[config.mk]
export PLATFORM = sky130hd
export DESIGN_NAME = branch_resolve_queue
export DESIGN_NICKNAME = d
export VERILOG_FILES = /design/src/rtl/branch_resolve_queue.sv
export SDC_FILE = /design/constraint.sdc
export NUM_CORES = 1
export LEC_CHECK = 0
export BUFFER_PORTS_ARGS = -buffer_cell sky130_fd_sc_hd__buf_2
export CORE_UTILIZATION = 45
export DETAILED_ROUTE_END_ITERATION = 10
export PLACE_DENSITY = 0.63
export SLEW_MARGIN = 20
export SYNTH_ARGS = -nofsm -noshare
export SYNTH_HDL_FRONTEND = slang
export SYNTH_SLANG_ARGS = --single-unit
[constraint.sdc]
create_clock -name clk -period 3.63 [get_ports clk]
set_input_delay 0.1815 -clock clk [delete_from_list [all_inputs] [get_ports clk]]
set_output_delay 0.1815 -clock clk [all_outputs]
set_load 0.005 [all_outputs]
[src/rtl/branch_resolve_queue.sv]
// Branch resolution queue: tracks predicted branches from D until M resolves them,
// producing predictor updates and a flush/redirect on mispredicts. Optional stats via BRQ_STATS_EN.
module branch_resolve_queue #(
    parameter int DEPTH = 4,
    parameter int PTR_W = 2
) (
    input  logic              clk,
    input  logic              rst,
    input  logic              allocD,
    input  logic              stallD,
    input  logic [31:0]       pcD,
    input  logic              pred_takeD,
    input  logic [31:0]       pred_targetD,
    input  logic              resolveM,
    input  logic              actual_takeM,
    input  logic [31:0]       actual_targetM,
    output logic              full,
    output logic              empty,
    output logic              stall_o,
    output logic              upd_valid,
    output logic              upd_take,
    output logic              upd_correct,
    output logic [31:0]       upd_pc,
    output logic              flush_o,
    output logic              redirect_valid,
    output logic [31:0]       redirect_pc,
    output logic              err_o,
    output logic [31:0]       resolved_cnt,
    output logic [31:0]       mispred_cnt
);

    typedef enum logic [1:0] {IDLE, FLUSH, RECOVER} state_t;

    typedef struct packed {
        logic [31:0] pc;
        logic        predTake;
        logic [31:0] predTarget;
    } entry_t;

    localparam logic [PTR_W:0]   CNT_FULL = (PTR_W + 1)'(DEPTH);
    localparam logic [PTR_W:0]   CNT_ONE  = (PTR_W + 1)'(1);
    localparam logic [PTR_W-1:0] PTR_ONE  = PTR_W'(1);

    entry_t           mem [DEPTH];
    logic [PTR_W-1:0] head, tail;
    logic [PTR_W:0]   count;
    state_t           state, stateNext;

    entry_t headEntry;
    logic   isIdle, doAlloc, doResolve, predCorrect, mispredict;

    // NOTE: every combinational output gets a default first so no path can infer a latch.
    always_comb begin
        headEntry      = mem[head];
        isIdle         = (state == IDLE);
        full           = (count == CNT_FULL);
        empty          = (count == '0);
        stall_o        = (state == RECOVER) || (full && !resolveM);
        flush_o        = (state == FLUSH);
        redirect_valid = (state == FLUSH);
        doAlloc        = isIdle && allocD && !stallD && !stall_o;
        doResolve      = isIdle && resolveM && !empty;
        predCorrect    = (headEntry.predTake == actual_takeM) &&
                         (!actual_takeM || (headEntry.predTarget == actual_targetM));
        mispredict     = doResolve && !predCorrect;

        stateNext = state;
        case (state)
            IDLE:    if (mispredict) stateNext = FLUSH;
            FLUSH:   stateNext = RECOVER;
            RECOVER: stateNext = IDLE;
            default: stateNext = IDLE;
        endcase
    end

    // NOTE: sequential state uses non-blocking assignments so every flop samples pre-edge values.
    always_ff @(posedge clk) begin
        if (rst) begin
            state <= IDLE;
            head  <= '0;
            tail  <= '0;
            count <= '0;
        end else begin
            state <= stateNext;
            if (state == FLUSH) begin
                // Discard everything still in flight, including anything pushed alongside the mispredict.
                head  <= tail;
                count <= '0;
            end else begin
                if (doAlloc)   tail <= tail + PTR_ONE;
                if (doResolve) head <= head + PTR_ONE;
                case ({doAlloc, doResolve})
                    2'b10:   count <= count + CNT_ONE;
                    2'b01:   count <= count - CNT_ONE;
                    default: count <= count;
                endcase
            end
        end
    end

    // NOTE: entry storage is deliberately not reset; count/pointers alone define which entries are live.
    always_ff @(posedge clk) begin
        if (doAlloc) mem[tail] <= '{pc: pcD, predTake: pred_takeD, predTarget: pred_targetD};
    end

    always_ff @(posedge clk) begin
        if (rst) begin
            upd_valid   <= 1'b0;
            upd_take    <= 1'b0;
            upd_correct <= 1'b0;
            upd_pc      <= '0;
            redirect_pc <= '0;
            err_o       <= 1'b0;
        end else begin
            upd_valid <= doResolve;
            if (doResolve) begin
                upd_take    <= actual_takeM;
                upd_correct <= predCorrect;
                upd_pc      <= headEntry.pc;
            end
            // Not-taken resolution falls through past the delay slot.
            if (mispredict)
                redirect_pc <= actual_takeM ? actual_targetM : headEntry.pc + 32'd8;
            if (isIdle && resolveM && empty)
                err_o <= 1'b1;
        end
    end

`ifdef BRQ_STATS_EN
    always_ff @(posedge clk) begin
        if (rst) begin
            resolved_cnt <= '0;
            mispred_cnt  <= '0;
        end else begin
            if (doResolve)  resolved_cnt <= resolved_cnt + 32'd1;
            if (mispredict) mispred_cnt  <= mispred_cnt + 32'd1;
        end
    end
`else
    assign resolved_cnt = '0;
    assign mispred_cnt  = '0;
`endif

endmodule
==> run_results.csv <==
group,metric,value,unit
placed_design,buffer_ports.inserted,175,
floorplanning,dieArea,32700,µm²
pwr,leakage,6.42,nW
cells_and_area,final_design_area_no_fill,17300,µm²
clock_network,cts-root-to-sink-buffers,3,
sta,layout_min_cycle_time,3.19,ns
setup_path,critPathMaxFanout,34,
global_routing,antenna_found_initial,0,
global_routing,grt_usage,21.5,%
route,post-route-drc-count,0,
setup_path,start_to_end_type_of_the_worst_setup_path,"reg2reg",
sta,setup_repair_after_global_routing_missed_its_margin,"no",
sta,slew_headroom,43.6,%
setup_path,worst_setup_ep_type,"flop",
worst_hold_path,hold_class,"in2reg",
logic_synthesis,edff_count_synth,260,
clock_network,tritoncts_clock_tree,"yes",
cells_and_area,layout_common_cells,"260 x edfxtp_1, 175 x buf_2, 118 x nand2_1",
sta,finalSetupViolCount,0,
clock_network,post_cts.repair.setup_buffers,0,
setup_path,worstPathCellList,"buf_4, mux4_2, and2_1, and3_1, xnor2_1, o21ai_0, nand2_1, mux2i_1",
run_status,status,"finished, final reports clean",
cells_and_area,multi_input_logic_area,4360,µm²
cells_and_area,area_growth,20.2,%
setup_path,required,4.07,ns
clock_network,holdBufCountCts,66,
logic_synthesis,synthArstFlopShare,0,%
floorplanning,rows,65,
sta,final.setup.tns,0,ns
placed_design,detailed_place.area,15400,µm²
worst_hold_path,holdPathStages,4,
clock_network,clock_sinks,339,
pwr,peakVddDrop,0.000430,V
sta,timing_max_transition_violations_final,0,
setup_path,worst_r2r_path_depth,8,
global_routing,grt_start_max_net_pins,68,
route,via_count,8639,
clock_network,htree_levels,2,
route,detail_route.first_pass.iterations,5,
setup_path,worst-endpoint-arrival,3.63,ns
floorplanning,floorplan.io_pins,240,
logic_synthesis,synthesis.area,14400,µm²
sta,worst_slew_pin_slew,0.845,ns
logic_synthesis,syn-instance-count,987,
clock_network,post_cts_gate_resize_count,0,
cells_and_area,mostFrequentLayoutCell,"edfxtp_1",
global_routing,grt_pass1_wl,52400,µm
global_routing,grt_overflow,0,
cells_and_area,regArea,9400,µm²
clock_network,clk_root_buffer_cell,"clkbuf_16",
logic_synthesis,yosys_warnings,0,
sta,fmax,313,MHz
route,viasPerCell,5.18,
setup_path,crit_path_top_delay_cell,"dfxtp_4",
logic_synthesis,post_synth_num_cell_types,54,
sta,final-hold-violation-count,0,
setup_path,crit_path_start_kind,"flop",
job,max_cap_violations,0,
clock_network,cts_made_buffers,37,
cells_and_area,drive_above_1_share,24.5,%
setup_path,cp_slowest_stage_delay,0.72,ns
floorplanning,initial_core_util,45.7,%
logic_synthesis,synth-seq-cells,339,
clock_network,post_cts_clock_slew_at_the_launch_and_capture_registers_of_the_worst_setup_and_hold_paths,0.06,ns
floorplanning,die_h,181,µm
placed_design,finalWeightedCongestion,0.848,
route,avgRoutedWirePerCell,20.7,µm
logic_synthesis,synth-seq-area-share,65.3,%
floorplanning,die_width,181,µm
placed_design,dpl.hpwl,23600,µm
sta,min_period_over_period,87.9,%
logic_synthesis,synth_ff_type,"edfxtp_1",
route,drt-total-wl,34500,µm
floorplanning,design.core.area,31500,µm²
cells_and_area,final_net_count,1350,
cells_and_area,count_of_fill_cells_added_during_filler_insertion,2602,
global_routing,via_count_of_the_first_global_routing_pass,8569,
clock_network,clk-insertion-delay-late,0.51,ns
route,count_of_antenna_violating_nets_left_after_detailed_routing,0,
sta,skew,0.0150,ns
pwr,power_per_cell_area,642,nW/µm²
route,detailedRoute.firstIterationViolations,633,
logic_synthesis,syn_area_per_cell,14.6,µm²
==> power by group <==
| part | switching [W] | internal (W) |
|---|---|---|
| sequential | 0.000260 | 0.00454 |
| combinational | 0.00146 | 0.00119 |
| clock | 0.00143 | 0.00221 |
| total | 0.00315 | 0.00794 |
==> state kept, by name (all words and copies together), names as in the netlist, named ones only <==
signal and count:
err_o 1, mem 260, redirect_pc 32, tail 2
head 2, state 2, count 3, upd_correct 1
upd_pc 32, upd_valid 1, upd_take 1
==> cells in the mapped netlist, types with 5 or more instances <==
library cell | instances | area, µm²
nor2b_1 | 7 | 43.8
ha_1 | 6 | 75.1
mux2i_1 | 61 | 611
nor2_1 | 23 | 86.3
o211ai_1 | 10 | 75.1
nand3_1 | 11 | 55.1
mux4_2 | 50 | 1130
edfxtp_1 | 260 | 7810
buf_6 | 9 | 101
mux2_1 | 5 | 56.3
nand2_1 | 118 | 443
nor3_1 | 6 | 30.0
buf_2 | 5 | 25.0
o21ai_1 | 10 | 50.1
and2_1 | 7 | 43.8
xor2_1 | 16 | 140
xnor2_1 | 49 | 429
a21oi_1 | 52 | 260
clkbuf_1 | 23 | 86.3
nand4_1 | 12 | 75.1
and3_1 | 8 | 50.1
nand2b_1 | 8 | 50.1
buf_4 | 69 | 518
inv_1 | 27 | 101
o21ai_0 | 12 | 60.1
dfxtp_1 | 79 | 1580
==> layout make-up <==
| cell class | instances | area share (%) |
|---|---|---|
| flip-flops and latches | 339 | 54.4 |
| multi-input cells | 572 | 25.2 |
| repair buffers | 263 | 10.1 |
| clock buffers | 48 | 5.77 |
| well taps | 402 | 2.91 |
| clock inverters | 17 | 1.04 |
| inverters | 27 | 0.586 |
| diodes | 1 | 0.0145 |
==> cell families after synthesis <==
kind of cell / after synthesis / synth area share, %
buffers and inverters: 139 / 6.13
adders and majority gates: 7 / 0.661
other: 1 / 0.0261
AOI/OAI and AO/OA: 106 / 4.45
and+or+nand+nor: 212 / 6.86
DFF: 339 / 65.3
xor gates and xnor gates: 65 / 3.96
muxes: 118 / 12.6
==> worst max-delay path: cells and delay by family (launching register included) <==
| kind | cells | cell delay (ns) |
|---|---|---|
| compound gates | 1 | 0.43 |
| xor+xnor | 1 | 0.19 |
| buf+inv | 1 | 0.39 |
| flops | 1 | 0.72 |
| mux | 2 | 0.73 |
| simple gates | 3 | 0.59 |
==> through the flow <==
stage | power, W | util (%) | setup WS [ns] | hold WS (ns) | std cells
2_1_floorplan | 0.00668 | - | 0.484 | 0.280 | 1050
3_3_place_gp | 0.00747 | 49.1 | 0.476 | 0.397 | 1537
3_5_place_dp | 0.00749 | 49.1 | 0.421 | 0.400 | 1537
4_1_cts | 0.0112 | 54.9 | 0.412 | 0.0848 | 1668
5_1_grt | 0.0116 | 54.9 | 0.177 | 0.125 | 1668
6_report | 0.0111 | 54.9 | 0.439 | 0.0852 | 1669
==> path summary, 6_finish.rpt <==
kind	from	to	slack (ns)
setup / recovery	flop	redirect_pc[10]	0.44
hold / removal	actual_targetM[0]	redirect_pc[0]	0.09
setup reg to reg	flop	redirect_pc[10]	0.44
hold reg to reg	upd_pc[22]	upd_pc[22]	0.45
==> layer usage <==
layer	up-vias	routed length, µm	global-route usage [%]
met2	343	16200	34.6
li1	4031	-	-
met1	4213	15100	29.5
met4	0	930	7.04
met5	-	0	0
met3	52	2250	3.83
Note: power is estimated with default switching activity, not from simulation.
